File: src/rtl/mux_arb4_if.sv
// Handshake bundle between a requester group and the mux_arb4 arbiter.
// Requests and last go in; the registered grant view comes back out.
interface mux_arb4_if;
    logic [3:0] req;
    logic       last;
    logic [3:0] grant;
    logic [1:0] sel;
    logic       busy;
    logic       forced;

    modport master (
        output req, last,
        input  grant, sel, busy, forced
    );

    modport slave (
        input  req, last,
        output grant, sel, busy, forced
    );
endinterface

File: src/rtl/mux_arb4.sv
// Four-way round-robin arbiter for a shared 4:1 mux path.
// Ownership is capped at MAX_HOLD cycles; timeouts pulse forced.
module mux_arb4 #(
    parameter int MAX_HOLD = 8
) (
    input  logic       clk,
    input  logic       reset,
    mux_arb4_if.slave  bus
);

    typedef enum logic {S_IDLE, S_OWNED} state_t;

    state_t     r_state, w_state_n;
    logic [3:0] r_grant, w_grant_n;
    logic [1:0] r_sel, w_sel_n;
    logic [1:0] r_ptr, w_ptr_n;
    logic [7:0] r_hold, w_hold_n;
    logic       r_busy;
    logic       r_forced, w_forced_n;

    logic       w_owner_req;
    logic       w_timeout;
    logic       w_release;
    logic [3:0] w_cand;
    logic       w_hit;
    logic [1:0] w_pick;
    logic [1:0] w_idx;

    always_ff @(posedge clk) begin
        if (reset) begin
            r_state  <= S_IDLE;
            r_grant  <= 4'b0000;
            r_sel    <= 2'd0;
            r_ptr    <= 2'd3;
            r_hold   <= 8'd0;
            r_busy   <= 1'b0;
            r_forced <= 1'b0;
        end else begin
            r_state  <= w_state_n;
            r_grant  <= w_grant_n;
            r_sel    <= w_sel_n;
            r_ptr    <= w_ptr_n;
            r_hold   <= w_hold_n;
            r_busy   <= |w_grant_n;
            r_forced <= w_forced_n;
        end
    end

    always_comb begin
        w_owner_req = bus.req[r_sel];
        w_timeout   = (r_hold == 8'(MAX_HOLD));
        w_release   = (r_state == S_OWNED) &&
                      (!w_owner_req || bus.last || w_timeout);

        // An owner that signalled last does not compete again this edge
        w_cand = bus.req;
        if (r_state == S_OWNED && bus.last)
            w_cand[r_sel] = 1'b0;

        w_hit  = 1'b0;
        w_pick = r_ptr;
        w_idx  = r_ptr;
        for (int k = 1; k <= 4; k++) begin
            w_idx = r_ptr + 2'(k);
            if (!w_hit && w_cand[w_idx]) begin
                w_hit  = 1'b1;
                w_pick = w_idx;
            end
        end

        w_state_n  = r_state;
        w_grant_n  = r_grant;
        w_sel_n    = r_sel;
        w_ptr_n    = r_ptr;
        w_hold_n   = r_hold;
        w_forced_n = 1'b0;

        case (r_state)
            S_IDLE: begin
                w_grant_n = 4'b0000;
                if (w_hit) begin
                    w_state_n = S_OWNED;
                    w_grant_n = 4'b0001 << w_pick;
                    w_sel_n   = w_pick;
                    w_ptr_n   = w_pick;
                    w_hold_n  = 8'd1;
                end
            end
            S_OWNED: begin
                if (!w_release) begin
                    if (r_hold < 8'(MAX_HOLD))
                        w_hold_n = r_hold + 8'd1;
                end else begin
                    w_forced_n = w_timeout && w_owner_req && !bus.last;
                    if (w_hit) begin
                        w_grant_n = 4'b0001 << w_pick;
                        w_sel_n   = w_pick;
                        w_ptr_n   = w_pick;
                        w_hold_n  = 8'd1;
                    end else begin
                        w_state_n = S_IDLE;
                        w_grant_n = 4'b0000;
                        w_hold_n  = 8'd0;
                    end
                end
            end
            default: begin
                w_state_n = S_IDLE;
                w_grant_n = 4'b0000;
            end
        endcase
    end

    assign bus.grant  = r_grant;
    assign bus.sel    = r_sel;
    assign bus.busy   = r_busy;
    assign bus.forced = r_forced;

endmodule

File: src/flat_wrapper.sv
// flat-port wrapper written by rule: the top's interface ports become plain ports
module mux_arb4_flat 
#(
    parameter int MAX_HOLD = 8
)
  (clk, reset, bus_req, bus_last, bus_grant, bus_sel, bus_busy, bus_forced);
  mux_arb4_if bus_i ();
  input  logic clk;
  input  logic reset;
  input wire logic [$bits(bus_i.req)-1:0] bus_req;
  input wire logic [$bits(bus_i.last)-1:0] bus_last;
  output wire logic [$bits(bus_i.grant)-1:0] bus_grant;
  output wire logic [$bits(bus_i.sel)-1:0] bus_sel;
  output wire logic [$bits(bus_i.busy)-1:0] bus_busy;
  output wire logic [$bits(bus_i.forced)-1:0] bus_forced;
  assign bus_i.req = bus_req;
  assign bus_i.last = bus_last;
  assign bus_grant = bus_i.grant;
  assign bus_sel = bus_i.sel;
  assign bus_busy = bus_i.busy;
  assign bus_forced = bus_i.forced;
  mux_arb4 #(.MAX_HOLD(MAX_HOLD)) u_core (.clk(clk), .reset(reset), .bus(bus_i));
endmodule
File: config.mk
export PLATFORM = sky130hd
export DESIGN_NAME = mux_arb4_flat
export DESIGN_NICKNAME = d
export VERILOG_FILES = /design/src/rtl/mux_arb4_if.sv /design/src/rtl/mux_arb4.sv /design/src/flat_wrapper.sv
export SDC_FILE = /design/constraint.sdc
export NUM_CORES = 1
export LEC_CHECK = 0
export ABC_AREA = 1
export BUFFER_PORTS_ARGS = -buffer_cell sky130_fd_sc_hd__buf_2
export CORE_UTILIZATION = 46
export DETAILED_ROUTE_END_ITERATION = 7
export PLACE_DENSITY_LB_ADDON = 0.08
export SKIP_LAST_GASP = 1
export SLEW_MARGIN = 20
export SYNTH_ARGS = -nofsm -noshare
export SYNTH_HDL_FRONTEND = slang
export SYNTH_SLANG_ARGS = --single-unit
File: constraint.sdc
create_clock -name clk -period 3.7 [get_ports clk]
set_input_delay 0 -clock clk [delete_from_list [all_inputs] [get_ports clk]]
set_output_delay 0 -clock clk [all_outputs]
set_load 0.05 [all_outputs]
==> run summary <==
The flow ran to the end, and the final reports show no timing, DRC or antenna violations. Once the floorplan was initialized, standard cells occupied 49.4% of the core. The tools report the via count of the first global-routing pass as 1012. The predominant post-synthesis flop cell was sky130_fd_sc_hd__dfxtp_1. The total count of hold-check failures in the final report came out at 0.

The overall die width was 51.0 um. Synthesis inferred 19 register bits. Entering global routing, the biggest net connects 16 pins. The tools report the required arrival time at the worst endpoint as 3.90 ns. The logs give 19 for the count of clock tree sinks and 2230 um^2 for the core region area. The largest delay contributor family on the critical path is simple AND/OR/NAND/NOR gates. The antenna diode instance count was 0; the number of I/O port buffers was 14.

Sorting the synthesized cells by how often they occur yields sky130_fd_sc_hd__nand2_1, sky130_fd_sc_hd__nand3_1, sky130_fd_sc_hd__dfxtp_1, sky130_fd_sc_hd__inv_1, sky130_fd_sc_hd__a21oi_1. Across every metal layer, demand over resource in global routing totals 21.0%. Setup repair after global routing left no endpoint under its margin.

Counting flops with a built-in enable in the synthesized netlist gives 0. The first global-routing pass estimated 4180 um of wire. The Yosys step of the flow raised 0 warnings. The run gives 0 as the number of design rule violations left after detail routing. After global routing the overflow that remains totals 0. Cell taking the most area after synthesis: sky130_fd_sc_hd__dfxtp_1. The total wire length was 2350 um; the worst setup skew after layout was 0.00398 ns. After clock tree synthesis, the clock-pin slew on the worst setup and hold paths is 0.11 ns.

The tree is rooted in a sky130_fd_sc_hd__clkbuf_4. In the final layout, the multi-input gates occupy 622 um^2. Across the VDD grid, the largest voltage drop is 0.000448 V.

The run gives 2.21 ns as the critical path data arrival time. The finished cells cover 1230 um^2. By instance count, the leading cell after synthesis is sky130_fd_sc_hd__nand2_1. The run gives 1 as the number of buffers inserted for hold repair after clock tree synthesis. In the finished design, the share of the clock period the worst path needs comes to 54.3%. The max-cap check violation count is 0, and the count of cell types in the netlist is 26.

For the worst-skew pair, the clock arrives at the later sink with an insertion delay of 0.30 ns. At the pin with the least slew margin, the transition time is 0.311 ns. The buffering stage count on the worst path with inverters included came out at 2. STA classifies the critical path endpoint as a register. Ratio of routed vias to standard cells: 5.24. From synthesis to final layout, the design area changed by 11.9%. Share of async-settable or async-resettable flops after synthesis: 0%. The number of gates resized after CTS came out at 0.

In this run the worst path has a maximum fanout of 8. On the worst path, the slowest cell contributes a delay of 0.42 ns. The total power after layout was 1.17 mW. The clock passes through at most 2 buffers. The H-tree depth is 1, and the share of final-layout standard cells stronger than drive strength 1 is 20.8%. Traced cell by cell, the critical path runs through inv_1 > nor2_1 > nand2_1 > nand3_1 > nand3_1 > nand2_1 > nand3_1 > nor2_2 > nand2_1 > o21ai_2 > inv_2 > o21ai_1 > a21oi_1. The die is 51.0 um tall. For the number of pins exceeding their max-slew limit in the final report, the log shows 0. In this run the power density over the cells is 945 nW/um^2. The net count of the finished layout is 188. Summing every instance area after synthesis gives 1100 um^2. The library cell contributing the largest single delay on the critical path was sky130_fd_sc_hd__dfxtp_1. Detailed routing inserted a total of 1079 vias. Excluding fillers, the count of instances in the completed layout stands at 206. Static timing analysis puts the maximum clock frequency at 0.498 GHz. The detailed router finished its first iteration with 24 violations.

By area the synthesized netlist is led by sky130_fd_sc_hd__dfxtp_1, sky130_fd_sc_hd__nand2_1, sky130_fd_sc_hd__nand3_1. The layout has 228 filler cells. Summing the sequential cell areas from Yosys gives 34.5% of the chip area.

For the initial antenna violation count, the log shows 0. The top cell type by area accounts for 34.5% of the synthesized area. The total of endpoints with negative setup slack in the final report came out at 0. Once detailed placement completed, the half-perimeter wirelength came to 1860 um. A synthesized cell averages 6.85 um^2. Setup total negative slack on the finished layout was measured at 0 ns. The tools report the number of primary I/O pins as 15. The first TritonRoute pass finished after 4 iterations.

The worst hold-check path type was in -> reg. Routability-driven placement finished with a final weighted congestion of 0.792. The post-synth net total was 170. The logs give 55.3% for the share of the core filled with cells and 17 for the number of rows created at floorplan.

TritonCTS built the clock tree. The leakage power of the design came out at 0.586 nW. The sequential cells in the finished layout cover a total of 380 um^2. In this run the post-CTS setup repair buffer count came out at 0. The run gives 161 as the synthesized instance count. For the cell count after placement, the log shows 201. Counting the buffers created by CTS gives 3. The worst pin sits at a relative slew slack of 79.2%. The routed length per instance was 11.4 um.

The count of nets left with antenna violations once routing finished came out at 0. The die covers 2600 um^2. In this run the cell area measured after placement is 1200 um^2. STA classifies the critical path startpoint as a register.

The critical path is of the reg -> reg type. Final critical delay including setup and external delays: 2.01 ns.
## metal layers
layer	vias up	wire [um]	share of wire, %	global-route usage, %
met4	0	14	0.59	5.56
met5	-	0	0	0
met2	25	1090	46	35.1
li1	569	-	-	-
met3	2	88	3.7	3.57
met1	483	1160	49	27.6
## state kept, by name, indices dropped and copies added, names as in the netlist
| register | cells |
|---|---|
| u_core.bus.busy | 1 |
| u_core.bus.forced | 1 |
| u_core.bus.grant | 4 |
| u_core.bus.sel | 2 |
| u_core.r_hold | 8 |
| u_core.r_ptr | 2 |
| u_core.r_state | 1 |
## final timing paths
path / to / cells after the start / start / slack, ns
worst max register to register: u_core.r_hold[0] / 13 / u_core.bus.sel[1] / 1.69
worst max-delay path: u_core.r_hold[0] / 13 / u_core.bus.sel[1] / 1.69
worst min-delay path: u_core.bus.grant[1] / 2 / reset / 0.04
worst min register to register: u_core.r_hold[5] / 2 / u_core.r_hold[5] / 0.45
## per-stage QoR
stage               hold WS, ns  setup slack (ns)
detailed placement        0.301              1.74
CTS                      0.0360              1.70
finish                   0.0423              1.69
floorplan                0.0759              1.65
global route             0.0631              1.42
global placement          0.296              1.78
## final cells by class
class	count	area share [%]
clock buffer	3	1.82
clock inverter	1	0.405
inverter	24	7.29
multi-input combinational	116	50.4
sequential	19	30.8
tap	28	2.84
timing repair buffer	15	6.48
## power by group
group / switching [mW] / internal (mW)
clock: 0.0648 / 0.0402
sequential: 0.0440 / 0.250
combinational: 0.530 / 0.239
## worst reg2reg max path: cells and delay by family (launching register included)
family	cells	cell delay, ns
AOI/OAI and AO/OA	3	0.28
buffers and inverters	2	0.17
DFF	1	0.42
and+or+nand+nor	8	1.05
## cell families after synthesis
group	count (synthesis)	synth area share, %
flip-flops	19	34.5
buffers and inverters	26	9.18
AO/OA/AOI/OAI	22	12.0
AND/OR/NAND/NOR	91	40.6
adder cells (fa/ha/maj)	2	2.27
XOR/XNOR	1	1.47
## layout by cell type (no fill, tap or decap), types with 2 or more instances in the layout
cell	count
sky130_fd_sc_hd__nand2_2	3
sky130_fd_sc_hd__o21ai_2	2
sky130_fd_sc_hd__nand4_1	5
sky130_fd_sc_hd__nand3_2	3
sky130_fd_sc_hd__o21ai_1	2
sky130_fd_sc_hd__nor3_1	4
sky130_fd_sc_hd__ha_1	2
sky130_fd_sc_hd__clkbuf_4	3
sky130_fd_sc_hd__nand2_1	39
sky130_fd_sc_hd__nand3_1	21
sky130_fd_sc_hd__inv_2	5
sky130_fd_sc_hd__nand2_4	2
sky130_fd_sc_hd__inv_1	19
sky130_fd_sc_hd__buf_2	14
sky130_fd_sc_hd__nor2_1	10
sky130_fd_sc_hd__a22oi_1	2
sky130_fd_sc_hd__dfxtp_1	19
sky130_fd_sc_hd__a211oi_1	2
sky130_fd_sc_hd__a21oi_1	11
sky130_fd_sc_hd__o211ai_1	2
No activity file was read; power rests on OpenSTA's default activity.
